$ cat src/rtl/uart_tx_arbiter.sv
// -----------------------------------------------------------------------------
// uart_tx_arbiter
//
// Purpose:
//    Lets NUM_REQ byte producers share one UART transmitter. Requests are
//    granted round-robin. The winner's byte is latched onto uart_din, and one
//    write strobe is issued. The arbiter then follows the UART busy flag until
//    the frame ends, and only after that grants the next requester.
//
// Ports:
//    clk           in   system clock, rising edge
//    reset         in   synchronous active-high reset
//    req           in   [NUM_REQ]        per-requester level request, held until ack
//    req_data      in   [NUM_REQ*DATA_W] packed bytes, requester i at [i*DATA_W +: DATA_W]
//    ack           out  [NUM_REQ]        one-cycle pulse to the winner when its byte is latched
//    tx_done       out  [NUM_REQ]        one-cycle pulse to the granted requester at frame end
//    uart_din      out  [DATA_W]         registered byte to the UART
//    uart_wr_en    out                   one-cycle write strobe to the UART
//    uart_tx_busy  in                    UART transmitter busy flag
//    arb_busy      out                   high whenever the FSM is not idle
//    grant_id      out  [ID_W]           index of the current / last granted requester
//    err           out                   watchdog timeout pulse
//
// Optional feature:
//    UART_ARB_WATCHDOG_EN - when defined, a 13-bit watchdog aborts a grant that
//    waits too long for the UART busy flag. It returns to IDLE and pulses err.
//    When undefined, err is tied low and the wait states wait indefinitely.
// -----------------------------------------------------------------------------
module uart_tx_arbiter #(
   parameter int NUM_REQ     = 4,
   parameter int DATA_W      = 8,
   parameter int ID_W        = 2,
   parameter int TIMEOUT_CYC = 4096
) (
   input  logic                      clk,
   input  logic                      reset,
   input  logic [NUM_REQ-1:0]        req,
   input  logic [NUM_REQ*DATA_W-1:0] req_data,
   output logic [NUM_REQ-1:0]        ack,
   output logic [NUM_REQ-1:0]        tx_done,
   output logic [DATA_W-1:0]         uart_din,
   output logic                      uart_wr_en,
   input  logic                      uart_tx_busy,
   output logic                      arb_busy,
   output logic [ID_W-1:0]           grant_id,
   output logic                      err
);

   // Reject parameter sets the datapath cannot represent (13-bit watchdog, ID width).
   if (NUM_REQ < 2 || NUM_REQ > 8 || ID_W != $clog2(NUM_REQ) ||
       TIMEOUT_CYC < 2 || TIMEOUT_CYC > 8192) begin : g_param_check
      $error("uart_tx_arbiter: illegal parameter combination");
   end

   typedef enum logic [1:0] {
      ST_IDLE      = 2'd0,
      ST_LAUNCH    = 2'd1,
      ST_WAIT_BUSY = 2'd2,
      ST_WAIT_DONE = 2'd3
   } state_t;

   state_t                state_q,      state_d;
   logic [ID_W-1:0]       last_q,       last_d;
   logic [ID_W-1:0]       grant_id_q,   grant_id_d;
   logic [DATA_W-1:0]     uart_din_q,   uart_din_d;
   logic [NUM_REQ-1:0]    ack_q,        ack_d;
   logic [NUM_REQ-1:0]    tx_done_q,    tx_done_d;
   logic                  uart_wr_en_q, uart_wr_en_d;
   logic                  arb_busy_q,   arb_busy_d;
   logic                  err_q,        err_d;
   logic [ID_W-1:0]       winner;

`ifdef UART_ARB_WATCHDOG_EN
   logic [12:0]           wd_cnt_q,     wd_cnt_d;
`endif

   // First asserted request scanning upward from last+1 with wrap-around.
   function automatic logic [ID_W-1:0] pick_winner(input logic [NUM_REQ-1:0] r,
                                                   input logic [ID_W-1:0]    last);
      logic [ID_W-1:0] win;
      logic            found;
      int              idx;
      win   = last;
      found = 1'b0;
      for (int i = 1; i <= NUM_REQ; i++) begin
         idx = (int'(last) + i) % NUM_REQ;
         if (!found && r[idx]) begin
            win   = ID_W'(idx);
            found = 1'b1;
         end else begin
            win   = win;
            found = found;
         end
      end
      return win;
   endfunction

   // Byte of requester 'id' out of the packed request data.
   function automatic logic [DATA_W-1:0] pick_byte(input logic [NUM_REQ*DATA_W-1:0] data,
                                                   input logic [ID_W-1:0]           id);
      logic [DATA_W-1:0] b;
      b = '0;
      for (int i = 0; i < NUM_REQ; i++) begin
         if (ID_W'(i) == id) begin
            b = data[i*DATA_W +: DATA_W];
         end else begin
            b = b;
         end
      end
      return b;
   endfunction

   // One-hot vector with only bit 'id' set.
   function automatic logic [NUM_REQ-1:0] id_to_onehot(input logic [ID_W-1:0] id);
      logic [NUM_REQ-1:0] v;
      v = '0;
      for (int i = 0; i < NUM_REQ; i++) begin
         v[i] = (ID_W'(i) == id);
      end
      return v;
   endfunction

   assign winner = pick_winner(req, last_q);

   // Next-state and next-output logic for the grant FSM.
   always_comb begin
      state_d      = state_q;
      last_d       = last_q;
      grant_id_d   = grant_id_q;
      uart_din_d   = uart_din_q;
      ack_d        = '0;
      tx_done_d    = '0;
      uart_wr_en_d = 1'b0;
      err_d        = 1'b0;
`ifdef UART_ARB_WATCHDOG_EN
      wd_cnt_d     = wd_cnt_q;
`endif

      case (state_q)
         ST_IDLE: begin
            // The strobe and ack are registered on the arbitration edge, so
            // they are high during the LAUNCH cycle.
            if ((|req) && !uart_tx_busy) begin
               state_d      = ST_LAUNCH;
               last_d       = winner;
               grant_id_d   = winner;
               uart_din_d   = pick_byte(req_data, winner);
               ack_d        = id_to_onehot(winner);
               uart_wr_en_d = 1'b1;
            end else begin
               state_d      = ST_IDLE;
            end
         end

         ST_LAUNCH: begin
            state_d = ST_WAIT_BUSY;
`ifdef UART_ARB_WATCHDOG_EN
            wd_cnt_d = 13'd0;
`endif
         end

         ST_WAIT_BUSY: begin
            if (uart_tx_busy) begin
               state_d = ST_WAIT_DONE;
`ifdef UART_ARB_WATCHDOG_EN
               wd_cnt_d = 13'd0;
`endif
            end else begin
`ifdef UART_ARB_WATCHDOG_EN
               wd_cnt_d = wd_cnt_q + 13'd1;
               if (wd_cnt_d == 13'(TIMEOUT_CYC - 1)) begin
                  state_d = ST_IDLE;
                  err_d   = 1'b1;
               end else begin
                  state_d = ST_WAIT_BUSY;
               end
`else
               state_d = ST_WAIT_BUSY;
`endif
            end
         end

         ST_WAIT_DONE: begin
            if (!uart_tx_busy) begin
               state_d   = ST_IDLE;
               tx_done_d = id_to_onehot(grant_id_q);
            end else begin
`ifdef UART_ARB_WATCHDOG_EN
               wd_cnt_d = wd_cnt_q + 13'd1;
               if (wd_cnt_d == 13'(TIMEOUT_CYC - 1)) begin
                  state_d = ST_IDLE;
                  err_d   = 1'b1;
               end else begin
                  state_d = ST_WAIT_DONE;
               end
`else
               state_d = ST_WAIT_DONE;
`endif
            end
         end

         default: begin
            state_d = ST_IDLE;
         end
      endcase

      // arb_busy is registered from the next state, so it tracks state_q exactly.
      arb_busy_d = (state_d != ST_IDLE);
   end

   // State and output registers. Reset does not touch a frame already in the UART.
   always_ff @(posedge clk) begin
      if (reset) begin
         state_q      <= ST_IDLE;
         last_q       <= ID_W'(NUM_REQ - 1);
         grant_id_q   <= '0;
         uart_din_q   <= '0;
         ack_q        <= '0;
         tx_done_q    <= '0;
         uart_wr_en_q <= 1'b0;
         arb_busy_q   <= 1'b0;
         err_q        <= 1'b0;
      end else begin
         state_q      <= state_d;
         last_q       <= last_d;
         grant_id_q   <= grant_id_d;
         uart_din_q   <= uart_din_d;
         ack_q        <= ack_d;
         tx_done_q    <= tx_done_d;
         uart_wr_en_q <= uart_wr_en_d;
         arb_busy_q   <= arb_busy_d;
         err_q        <= err_d;
      end
   end

`ifdef UART_ARB_WATCHDOG_EN
   // Watchdog counter register.
   always_ff @(posedge clk) begin
      if (reset) begin
         wd_cnt_q <= 13'd0;
      end else begin
         wd_cnt_q <= wd_cnt_d;
      end
   end
`endif

   assign ack        = ack_q;
   assign tx_done    = tx_done_q;
   assign uart_din   = uart_din_q;
   assign uart_wr_en = uart_wr_en_q;
   assign arb_busy   = arb_busy_q;
   assign grant_id   = grant_id_q;
   assign err        = err_q;

endmodule

$ cat config.mk
export PLATFORM = sky130hd
export DESIGN_NAME = uart_tx_arbiter
export DESIGN_NICKNAME = d
export VERILOG_FILES = /design/src/rtl/uart_tx_arbiter.sv
export SDC_FILE = /design/constraint.sdc
export NUM_CORES = 1
export LEC_CHECK = 0
export ABC_AREA = 1
export BUFFER_PORTS_ARGS = -buffer_cell sky130_fd_sc_hd__buf_4
export CAP_MARGIN = 20
export CORE_UTILIZATION = 45
export DETAILED_ROUTE_END_ITERATION = 10
export HOLD_SLACK_MARGIN = 0.02
export PLACE_DENSITY = 0.82
export SYNTH_ARGS = -nofsm -noshare
export SYNTH_HDL_FRONTEND = slang
export SYNTH_SLANG_ARGS = --single-unit
$ cat constraint.sdc
create_clock -name clk -period 3.28 [get_ports clk]
set_clock_uncertainty 0.1 [all_clocks]
set_input_delay 0.328 -clock clk [delete_from_list [all_inputs] [get_ports clk]]
set_output_delay 0.328 -clock clk [all_outputs]
set_load 0.05 [all_outputs]
==> results.toml <==
[run_status]
status = "completed"

[floorplanning]
ios = 60
fp-row-count = 20
die_y_um = 59.45
design.core.area_mm2 = 0.003103
dieArea_mm2 = 0.003534
initial_core_util_pct = 47.86
fp.dieW_um = 59.45

[timing]
fin_crit_sh_pct = 71.60
finalSetupViolCount = 0
worst_slack_ns = 0.9315
rsz0062_at_grt = "false"
max_freq_mhz = 425.8
worst_pin_slew_ns = 0.8927
maxSlewHeadroom_pct = 40.26
period_minus_slack_ns = 2.349
hold-worst-slack_ns = 0.1875
fin_setup_tns_ns = 0
hold_viol = 0
final-max-slew-violation-count = 0

[cts]
post_cts_buffers = 0
clkSlewWorstSetupHoldPaths_ns = 0.12
cts.sinks = 24
insertion_delay_ns = 0.32
cts-buffers-inserted = 3
hold_buffers = 0
root_buffer = "clkbuf_4"
htree_levels = 1
clock_path_buffers = 2
cts_resized = 0
cts_tree = "done"

[synth]
synthSimpleGateAreaFrac_pct = 40.61
synth_cell_types = 27
postSynthCellCount = 224
synth_top_family_by_area = "simple AND/OR/NAND/NOR gates"
synth_compound_area_share_pct = 12.81
syn_area_mm2 = 0.001485
synth-xor-area-share_pct = 0
synth_flop_cell = "dfxtp_1"
ys_ff_latch = 24
avgSynthCellArea_um2 = 6.630
yosysTopAreaCell = "dfxtp_1"
yosysTopAreaCellShare_pct = 32.35
async_reset_ff_share_pct = 0
muxShareOfSynthArea_pct = 0
synthAdderAreaFrac_pct = 0
synth_area_leaders = "dfxtp_1 (32%), nand2_1 (19%), inv_1 (8.1%), nand3_1 (5.4%), nand2_4 (4.5%)"
netlist_top_cells_count = "nand2_1 (75), inv_1 (32), dfxtp_1 (24)"
synth-edff-count = 0
syn_nets = 263
ys_seq_area_share_pct = 32.35
synth_warnings = 0
yosysMostFrequentCell = "nand2_1"

[worst_setup_path]
cp_slowest_cell = "nor2_1"
endpoint_kind = "flip-flop"
cpLargestDelayFamily = "simple AND/OR/NAND/NOR gates"
cpPeakStageDelay_ns = 0.69
cp_cell_sequence = "nor2_1, o41ai_1, nor2_1, inv_1, nor2_1, inv_1, nor3_1"
cp_common_cell = "nor2_1"
cp-start-kind = "flip-flop"
cp.arrival_ns = 2.49
crit_required_ns = 3.43
crit_buf_inv = 2
critPathKind = "flip-flop to flip-flop"
crit_fanout = 13

[placed_design]
gp_congestion = 0.7761
hpwl_um = 2625
portBuffers = 58
place_ws_ns = 0.9782

[global_route]
overflow = 0
grt_pass1_wl_um = 5402
grt_max_degree = 16
grt_pass1_vias = 1281
track_usage_pct = 20.58
antenna_found_initial = 0

[run]
maxCapViolCount = 0

[power_and_ir_drop]
p_per_area_mw_per_mm2 = 609.6
p_leak_nw = 1.051
peakVddDrop_uv = 345.7

[routing]
remaining_drc_errors = 0
vias = 1490
avgViaCountPerCell = 4.627
first_iter_violations = 80
dr.pass1.iters = 4
antenna_left = 0
wl_per_cell_um = 10.11
wirelength_um = 3256

[final_layout]
layout.nets = 318
syn2layout_area_growth_pct = 32.01
drive_gt1_share_pct = 34.17
fillerInstances = 322
diodes = 0

[min_path]
min_path_type = "input pin to flip-flop"
[cell families (layout without fill, tap and decap cells)]
family / Yosys count / after routing
AOI/OAI and AO/OA: 28 / 28
buffers and inverters: 44 / 98
and+or+nand+nor: 127 / 127
other: 1 / 1
DFF: 24 / 24
[power by group]
group / internal, mW / total, mW / switching (mW)
clock: 0.124 / 0.207 / 0.0836
combinational: 0.207 / 0.630 / 0.423
sequential: 0.329 / 0.358 / 0.0292
[layout by cell type, fill, tap and decap left out, drive strengths merged, types with 2 or more instances in the layout]
master,count
nor2,12
nand2,87
dfxtp,24
nor3,8
o211ai,2
buf,58
a21oi,13
o21ai,12
nand3,18
clkbuf,3
inv,36
[layout make-up]
class / instances / area [µm²] / area share, %
multi-input cells: 156 / 797.0 / 40.65
flip-flops and latches: 24 / 480.5 / 24.51
repair buffers: 58 / 435.4 / 22.21
inverters: 36 / 140.1 / 7.147
well taps: 44 / 55.05 / 2.808
clock inverters: 1 / 30.03 / 1.532
clock buffers: 3 / 22.52 / 1.149
[final timing paths]
path / start / end / slack [ns] / depth (start not counted)
max: state_q[1] / ack[1] / 0.93 / 7
min: reset / uart_din[6] / 0.19 / 2
max reg2reg: state_q[1] / ack[1] / 0.93 / 7
min reg2reg: uart_din[0] / uart_din[0] / 0.37 / 2
[routing by layer]
layer	part of all wire (%)	GRT usage, %	wire length (µm)	vias to the layer above
met5	0	0	0	-
met4	1.0	5.102	33	0
met3	6.4	6.114	208	5
met2	46	34.19	1496	59
met1	47	25.90	1518	629
li1	-	-	-	797
[through the flow]
step	cell area [µm²]	power (mW)	utilization [%]	std cells
global route	1961	1.283	63.19	322
global placement	1908	0.9865	61.49	318
floorplan	1485	0.8809	-	224
CTS	1961	1.207	63.19	322
detailed placement	1908	0.9981	61.49	318
finish	1961	1.195	63.19	322
[state kept, by name, summed over array words and instances, names as in the netlist]
register	count
uart_din	8
ack	4
last_q	2
state_q	2
tx_done	4
grant_id	2
arb_busy	1
uart_wr_en	1
[worst reg2reg max path: stages, from the launching register on]
cell     delay [ns]
dfxtp_1        0.34
nor2_1         0.16
o41ai_1        0.11
nor2_1         0.69
inv_1          0.42
nor2_1         0.21
inv_1          0.10
nor3_1         0.15
Power figures use the tool's default switching activity.
